--- src/rtl/dct_pkg.sv ---
`default_nettype none
// ============================================================================
//  Module      : dct_pkg
//  Description : Shared definitions for the sequenced 8x8 2-D DCT block.
//                DCT_PTS     - points per 1-D transform (engine is 8-point)
//                seq_state_t - row/column sequencer states
//                idx_t       - 3-bit row/column index into the 8x8 buffer
//  Revision    : 1.0 - initial release
// ============================================================================
package dct_pkg;

  localparam int DCT_PTS = 8;

  typedef enum logic [1:0] {
    IDLE = 2'd0,
    ROWS = 2'd1,
    COLS = 2'd2
  } seq_state_t;

  typedef logic [2:0] idx_t;

endpackage : dct_pkg
`default_nettype wire

--- src/rtl/dct_transpose_buf.sv ---
`default_nettype none
// ============================================================================
//  Module      : dct_transpose_buf
//  Description : 8x8 array of N-bit elements. One full row is written per
//                clock; one full column is read combinationally. Writing
//                rows and reading columns performs the transpose between the
//                row and column DCT passes.
//  Ports       : clk     - rising-edge clock
//                wr_en   - write wr_data into row wr_row
//                wr_row  - destination row index
//                wr_data - row data, element 0 in the MSBs
//                rd_col  - column index to read
//                rd_data - column data, element from row 0 in the MSBs
//  Notes       : Storage is intentionally not reset; its contents are only
//                read after a full block of rows has been written.
//  Revision    : 1.0 - initial release
// ============================================================================
module dct_transpose_buf
  import dct_pkg::*;
#(
  parameter int N = 16
) (
  input  logic                 clk,
  input  logic                 wr_en,
  input  idx_t                 wr_row,
  input  logic [DCT_PTS*N-1:0] wr_data,
  input  idx_t                 rd_col,
  output logic [DCT_PTS*N-1:0] rd_data
);

  logic [N-1:0] r_mem [DCT_PTS][DCT_PTS];

  always_ff @(posedge clk) begin
    if (wr_en) begin
      for (int c = 0; c < DCT_PTS; c++) begin
        r_mem[wr_row][c] <= wr_data[(DCT_PTS-1-c)*N +: N];
      end
    end
  end

  // Column read: element r of the output vector comes from row r.
  for (genvar r = 0; r < DCT_PTS; r++) begin : g_rd_row
    assign rd_data[(DCT_PTS-1-r)*N +: N] = r_mem[r][rd_col];
  end

endmodule : dct_transpose_buf
`default_nettype wire

--- src/rtl/dct2d_seq.sv ---
`default_nettype none
// ============================================================================
//  Module      : dct2d_seq
//  Description : Sequences one external combinational 8-point 1-D DCT engine
//                through 8 row passes and 8 column passes to produce an 8x8
//                2-D DCT, emitted one coefficient column per handshake.
//  Ports       : clk, reset            - clock, async active-high reset
//                in_valid/in_ready     - input row handshake
//                in_row                - input row, element 0 in the MSBs
//                flush                 - synchronous abort of current block
//                eng_in / eng_out      - engine data_in / data_out
//                out_valid/out_ready   - output column handshake
//                out_col               - registered coefficient column
//                out_last              - out_col is column 7
//                busy                  - sequencer not idle
//                blk_count             - completed blocks (optional)
//  Options     : `define DCT2D_SEQ_BLKCNT_EN adds the 16-bit blk_count
//                output counting out_last handshakes (reset-cleared only).
//  Revision    : 1.0 - initial release
// ============================================================================
module dct2d_seq
  import dct_pkg::*;
#(
  parameter int N   = 16,
  parameter int PTS = 8      // must equal DCT_PTS; the engine is 8-point
) (
  input  logic             clk,
  input  logic             reset,
  input  logic             in_valid,
  output logic             in_ready,
  input  logic [PTS*N-1:0] in_row,
  input  logic             flush,
  output logic [PTS*N-1:0] eng_in,
  input  logic [PTS*N-1:0] eng_out,
  output logic             out_valid,
  input  logic             out_ready,
  output logic [PTS*N-1:0] out_col,
  output logic             out_last,
  output logic             busy
`ifdef DCT2D_SEQ_BLKCNT_EN
  ,
  output logic [15:0]      blk_count
`endif
);

  // col_cnt needs one extra bit: after column 7 is loaded it sits at 8,
  // which blocks any further load while the last column waits for out_ready.
  localparam int COL_CW = 4;

  seq_state_t        r_state;
  seq_state_t        w_state_nxt;
  idx_t              r_row_cnt;
  logic [COL_CW-1:0] r_col_cnt;

  logic              w_row_hs;
  logic              w_out_hs;
  logic              w_last_hs;
  logic              w_load;
  logic              w_buf_wr;
  logic [PTS*N-1:0]  w_col_data;

  // --------------------------------------------------------------------------
  // Transpose buffer: rows written from the engine during ROWS, columns fed
  // back to the engine during COLS.
  // --------------------------------------------------------------------------
  assign w_buf_wr = w_row_hs & ~flush;

  dct_transpose_buf #(
    .N (N)
  ) u_tbuf (
    .clk     (clk),
    .wr_en   (w_buf_wr),
    .wr_row  (r_row_cnt),
    .wr_data (eng_out),
    .rd_col  (r_col_cnt[2:0]),
    .rd_data (w_col_data)
  );

  // --------------------------------------------------------------------------
  // FSM state register
  // --------------------------------------------------------------------------
  always_ff @(posedge clk or posedge reset) begin
    if (reset) begin
      r_state <= IDLE;
    end else begin
      r_state <= w_state_nxt;
    end
  end

  // --------------------------------------------------------------------------
  // FSM next-state, handshake decode and engine input mux
  // --------------------------------------------------------------------------
  always_comb begin
    w_state_nxt = r_state;
    in_ready    = 1'b1;
    busy        = (r_state != IDLE);
    eng_in      = in_row;
    w_row_hs    = 1'b0;
    w_load      = 1'b0;
    w_out_hs    = out_valid & out_ready;
    w_last_hs   = out_valid & out_ready & out_last;

    case (r_state)
      IDLE: begin
        w_row_hs = in_valid;
        if (in_valid) begin
          w_state_nxt = ROWS;
        end
      end
      ROWS: begin
        w_row_hs = in_valid;
        if (in_valid && (r_row_cnt == 3'd7)) begin
          w_state_nxt = COLS;
        end
      end
      COLS: begin
        in_ready = 1'b0;
        eng_in   = w_col_data;
        // Load into an empty register, or refill on a handshake while
        // columns remain; col_cnt==8 means the last column is held.
        w_load   = ~out_valid | (w_out_hs & (r_col_cnt <= 4'd7));
        if (w_last_hs) begin
          w_state_nxt = IDLE;
        end
      end
      default: begin
        w_state_nxt = IDLE;
      end
    endcase

    if (flush) begin
      w_state_nxt = IDLE;
    end
  end

  // --------------------------------------------------------------------------
  // Counters and output register
  // --------------------------------------------------------------------------
  always_ff @(posedge clk or posedge reset) begin
    if (reset) begin
      r_row_cnt <= '0;
      r_col_cnt <= '0;
      out_valid <= 1'b0;
      out_last  <= 1'b0;
      out_col   <= '0;
    end else if (flush) begin
      r_row_cnt <= '0;
      r_col_cnt <= '0;
      out_valid <= 1'b0;
      out_last  <= 1'b0;
    end else begin
      if (w_row_hs) begin
        // 3-bit counter wraps 7 -> 0 on the last row of the block
        r_row_cnt <= r_row_cnt + 3'd1;
      end
      if (w_load) begin
        out_col   <= eng_out;
        out_last  <= (r_col_cnt == 4'd7);
        out_valid <= 1'b1;
        r_col_cnt <= r_col_cnt + 4'd1;
      end else if (w_last_hs) begin
        out_valid <= 1'b0;
        out_last  <= 1'b0;
        r_col_cnt <= '0;
      end
    end
  end

`ifdef DCT2D_SEQ_BLKCNT_EN
  // Completed-block counter; survives flush, wraps naturally at 16 bits.
  always_ff @(posedge clk or posedge reset) begin
    if (reset) begin
      blk_count <= '0;
    end else if (w_last_hs && !flush) begin
      blk_count <= blk_count + 16'd1;
    end
  end
`endif

endmodule : dct2d_seq
`default_nettype wire

--- config.mk ---
export PLATFORM = sky130hd
export DESIGN_NAME = dct2d_seq
export DESIGN_NICKNAME = d
export VERILOG_FILES = /design/src/rtl/dct_pkg.sv /design/src/rtl/dct_transpose_buf.sv /design/src/rtl/dct2d_seq.sv
export SDC_FILE = /design/constraint.sdc
export NUM_CORES = 1
export LEC_CHECK = 0
export CORE_MARGIN = 2
export CORE_UTILIZATION = 45
export DETAILED_ROUTE_END_ITERATION = 8
export PLACE_DENSITY = 0.72
export SLEW_MARGIN = 20
export SYNTH_ARGS = -nofsm -noshare
export SYNTH_HDL_FRONTEND = slang
export SYNTH_SLANG_ARGS = --single-unit
--- constraint.sdc ---
create_clock -name clk -period 19.2 [get_ports clk]
set_clock_uncertainty 0.05 [all_clocks]
set_input_delay 3.84 -clock clk [delete_from_list [all_inputs] [get_ports clk]]
set_output_delay 3.84 -clock clk [all_outputs]
set_load 0.005 [all_outputs]
==> flow_metrics.env <==
export IMPL_slowest_delay_ns=0.61
export IMPL_cts_tree="done"
export IMPL_start_util=0.454
export IMPL_drt_pass1_iterations=6
export IMPL_grt_first_pass_wirelength_mm=166
export IMPL_fin_area_sq_um=55900
export IMPL_rows=116
export IMPL_hold_class="flip-flop to flip-flop"
export IMPL_path_clk_slew_ns=0.05
export IMPL_insertion_delay_ns=0.70
export IMPL_ys_seq_elements=1163
export IMPL_cts_made_buffers=117
export IMPL_syn_inst=2654
export IMPL_p_per_area_nw_per_um2=96.6
export IMPL_finalSetupViolCount=0
export IMPL_synth_area_leaders="edfxtp_1 (68%), mux2i_1 (11%), dfrtp_1 (7.7%), a22oi_1 (4.2%), nand2_1 (2.2%)"
export IMPL_fillers=7601
export IMPL_drc=0
export IMPL_nets=3436
export IMPL_h_tree_depth=3
export IMPL_syn_area_sq_um=45400
export IMPL_final_common_cell="edfxtp_1"
export IMPL_max_slew_margin_rel=0.238
export IMPL_vdd_drop_max_uv=75.5
export IMPL_grt_pass1_vias=24800
export IMPL_cp_max_fo=1
export IMPL_cts_root_buf="clkbuf_16"
export IMPL_status="complete, no violations"
export IMPL_crit_chain="clkdlybuf4s50_1 > nand2_1 > nand2_1 > clkdlybuf4s50_1"
export IMPL_cts_hold_repair_buffers=0
export IMPL_placed_area_sq_um=51900
export IMPL_syn_nets=2918
export IMPL_routed_wirelength_mm=116
export IMPL_hpwlAfterDp_mm=72.8
export IMPL_area_growth_pct=23.3
export IMPL_dieArea_sq_um=103000
export IMPL_worst_path_dominant_cell_family="buffers and inverters"
export IMPL_grt_use_total=0.219
export IMPL_grt_overflow_total=0
export IMPL_synth_cell_types=35
export IMPL_drive_gt1_frac=0.0941
export IMPL_period_minus_slack_ns=9.06
export IMPL_cts_path_max_buffers=3
export IMPL_synth_top_area_frac=0.678
export IMPL_p_leak_nw=18.5
export IMPL_floorplan_core_area_sq_um=100000
export IMPL_tns_ns=0
export IMPL_via_per_inst=5.59
export IMPL_whs_ns=0.430
export IMPL_gp_congestion=0.804
export IMPL_most_common_layout_cells="edfxtp_1 (1024), clkdlybuf4s50_1 (520), mux2i_1 (514)"
export IMPL_post_route_period_util=0.472
export IMPL_final_antenna_net_count=0
export IMPL_wl_per_cell_microns=25.4
export IMPL_antenna_found_initial=13
export IMPL_slowest_stage="clkdlybuf4s50_1"
export IMPL_hold_viol=0
export IMPL_synth_warnings=0
export IMPL_die_x_microns=321
export IMPL_die_height_microns=321
export IMPL_io_pins=521
export IMPL_end_kind="primary output"
export IMPL_rsz0062_at_grt="no"
export IMPL_drv_cap=0
export IMPL_worst_path_buf_inv=2
export IMPL_crit_required_ns=15.31
export IMPL_port_buffers=520
export IMPL_cp_start_kind="input pin"
export IMPL_grt_max_degree=143
export IMPL_fmax_ghz=0.110
export IMPL_worstPathArrival_ns=5.17
export IMPL_tightest_slew_ns=1.14
export IMPL_num_vias=25600
export IMPL_synth_seq_area_share=0.755
export IMPL_synth_avg_cell_area_sq_um=17.1
export IMPL_crit_type="input pin to primary output"
export IMPL_drv_slew=0
export IMPL_cts_num_sinks=1163
export IMPL_drtIter0Drc=2818
export IMPL_cts_resized=0
export IMPL_cts_setup_buffers=0
export IMPL_post_synth_top_area_cell="edfxtp_1"
path summary, 6_finish.rpt:
path / to / slack (ns) / cells past startpoint / startpoint
worst max-delay path: eng_in[33] / 10.14 / 4 / in_row[33]
worst min register to register: out_col[122]$_DFFE_PP0P_ / 0.43 / 1 / out_col[122]$_DFFE_PP0P_
worst max register to register: u_tbuf.r_mem[0][15]$_DFFE_PP_ / 15.05 / 6 / r_state[1]$_DFFE_PP0P_
min in group asynchronous: out_col[37]$_DFFE_PP0P_ / 3.44 / 2 / reset
max in group asynchronous: r_col_cnt[0]$_DFFE_PP0P_ / 14.40 / 3 / reset
worst min-delay path: out_col[122]$_DFFE_PP0P_ / 0.43 / 1 / out_col[122]$_DFFE_PP0P_
flip-flops by register name (all words and copies together) (netlist names):
name / count
out_valid: 1
r_row_cnt: 3
out_col: 128
out_last: 1
u_tbuf.r_mem: 1024
r_state: 2
r_col_cnt: 4
through the flow:
step	setup slack [ns]	total power [mW]	std cells	util
after floorplan	5.30	2.93	2654	-
after global routing	10.05	5.57	4571	0.559
final	10.14	5.40	4575	0.559
after detailed placement	10.09	3.10	4351	0.519
after CTS	10.09	5.44	4571	0.559
after global placement	10.07	3.09	4351	0.519
area by class of cell:
class / count / area (sq um) / share of cell area
sequential: 1163 / 34200 / 0.612
multi-input combinational: 1332 / 10500 / 0.188
timing repair buffer: 555 / 5520 / 0.0986
clock buffer: 146 / 3170 / 0.0567
tap: 1298 / 1620 / 0.0290
clock inverter: 74 / 842 / 0.0151
inverter: 3 / 18.8 / 0.000336
antenna: 4 / 10.0 / 0.000179
per-layer routing:
| metal | up-vias | wire [microns] | track usage |
|---|---|---|---|
| met2 | 1033 | 51400 | 0.323 |
| met4 | 0 | 2220 | 0.0540 |
| met5 | - | 0 | 0 |
| li1 | 11400 | - | - |
| met3 | 126 | 8700 | 0.0361 |
| met1 | 13000 | 53700 | 0.339 |
cells by family (layout without fill, tap and decap cells):
group	after synthesis	in the layout	share of synthesized area
flops	1163	1163	0.755
buf+inv	159	778	0.0154
compound gates	266	266	0.0442
simple gates	419	419	0.0393
mux	643	643	0.145
fa+ha+maj	3	3	0.000828
xor+xnor	1	1	0.000193
other cells	0	4	0
synthesized netlist by cell type (all sizes together):
cell / instances
edfxtp: 1024
mux2i: 514
nand2: 260
a22oi: 256
dfrtp: 139
mux2: 129
nand3: 129
buf: 78
clkbuf: 78
nor2: 10
nor2b: 5
nand2b: 4
nor3: 4
ha: 3
inv: 3
a32o: 2
and2: 2
a211o: 1
a211oi: 1
a21o: 1
a21oi: 1
a221o: 1
a22o: 1
a31oi: 1
and2b: 1
and3: 1
and3b: 1
nor3b: 1
o21ai: 1
or2: 1
xnor2: 1
worst register-to-register path: stages (launching register included):
cell and delay (ns):
dfrtp_1 0.41, nor2b_1 0.40, and2_1 0.26, nand2b_1 0.24, nor3_2 0.65, buf_4 0.74, buf_4 0.94
power breakdown:
group	switching [mW]	internal [mW]	total [mW]
combinational	0.115	0.113	0.228
clock	0.959	1.40	2.36
sequential	0.0142	2.80	2.82
Power figures use the tool's default switching activity.
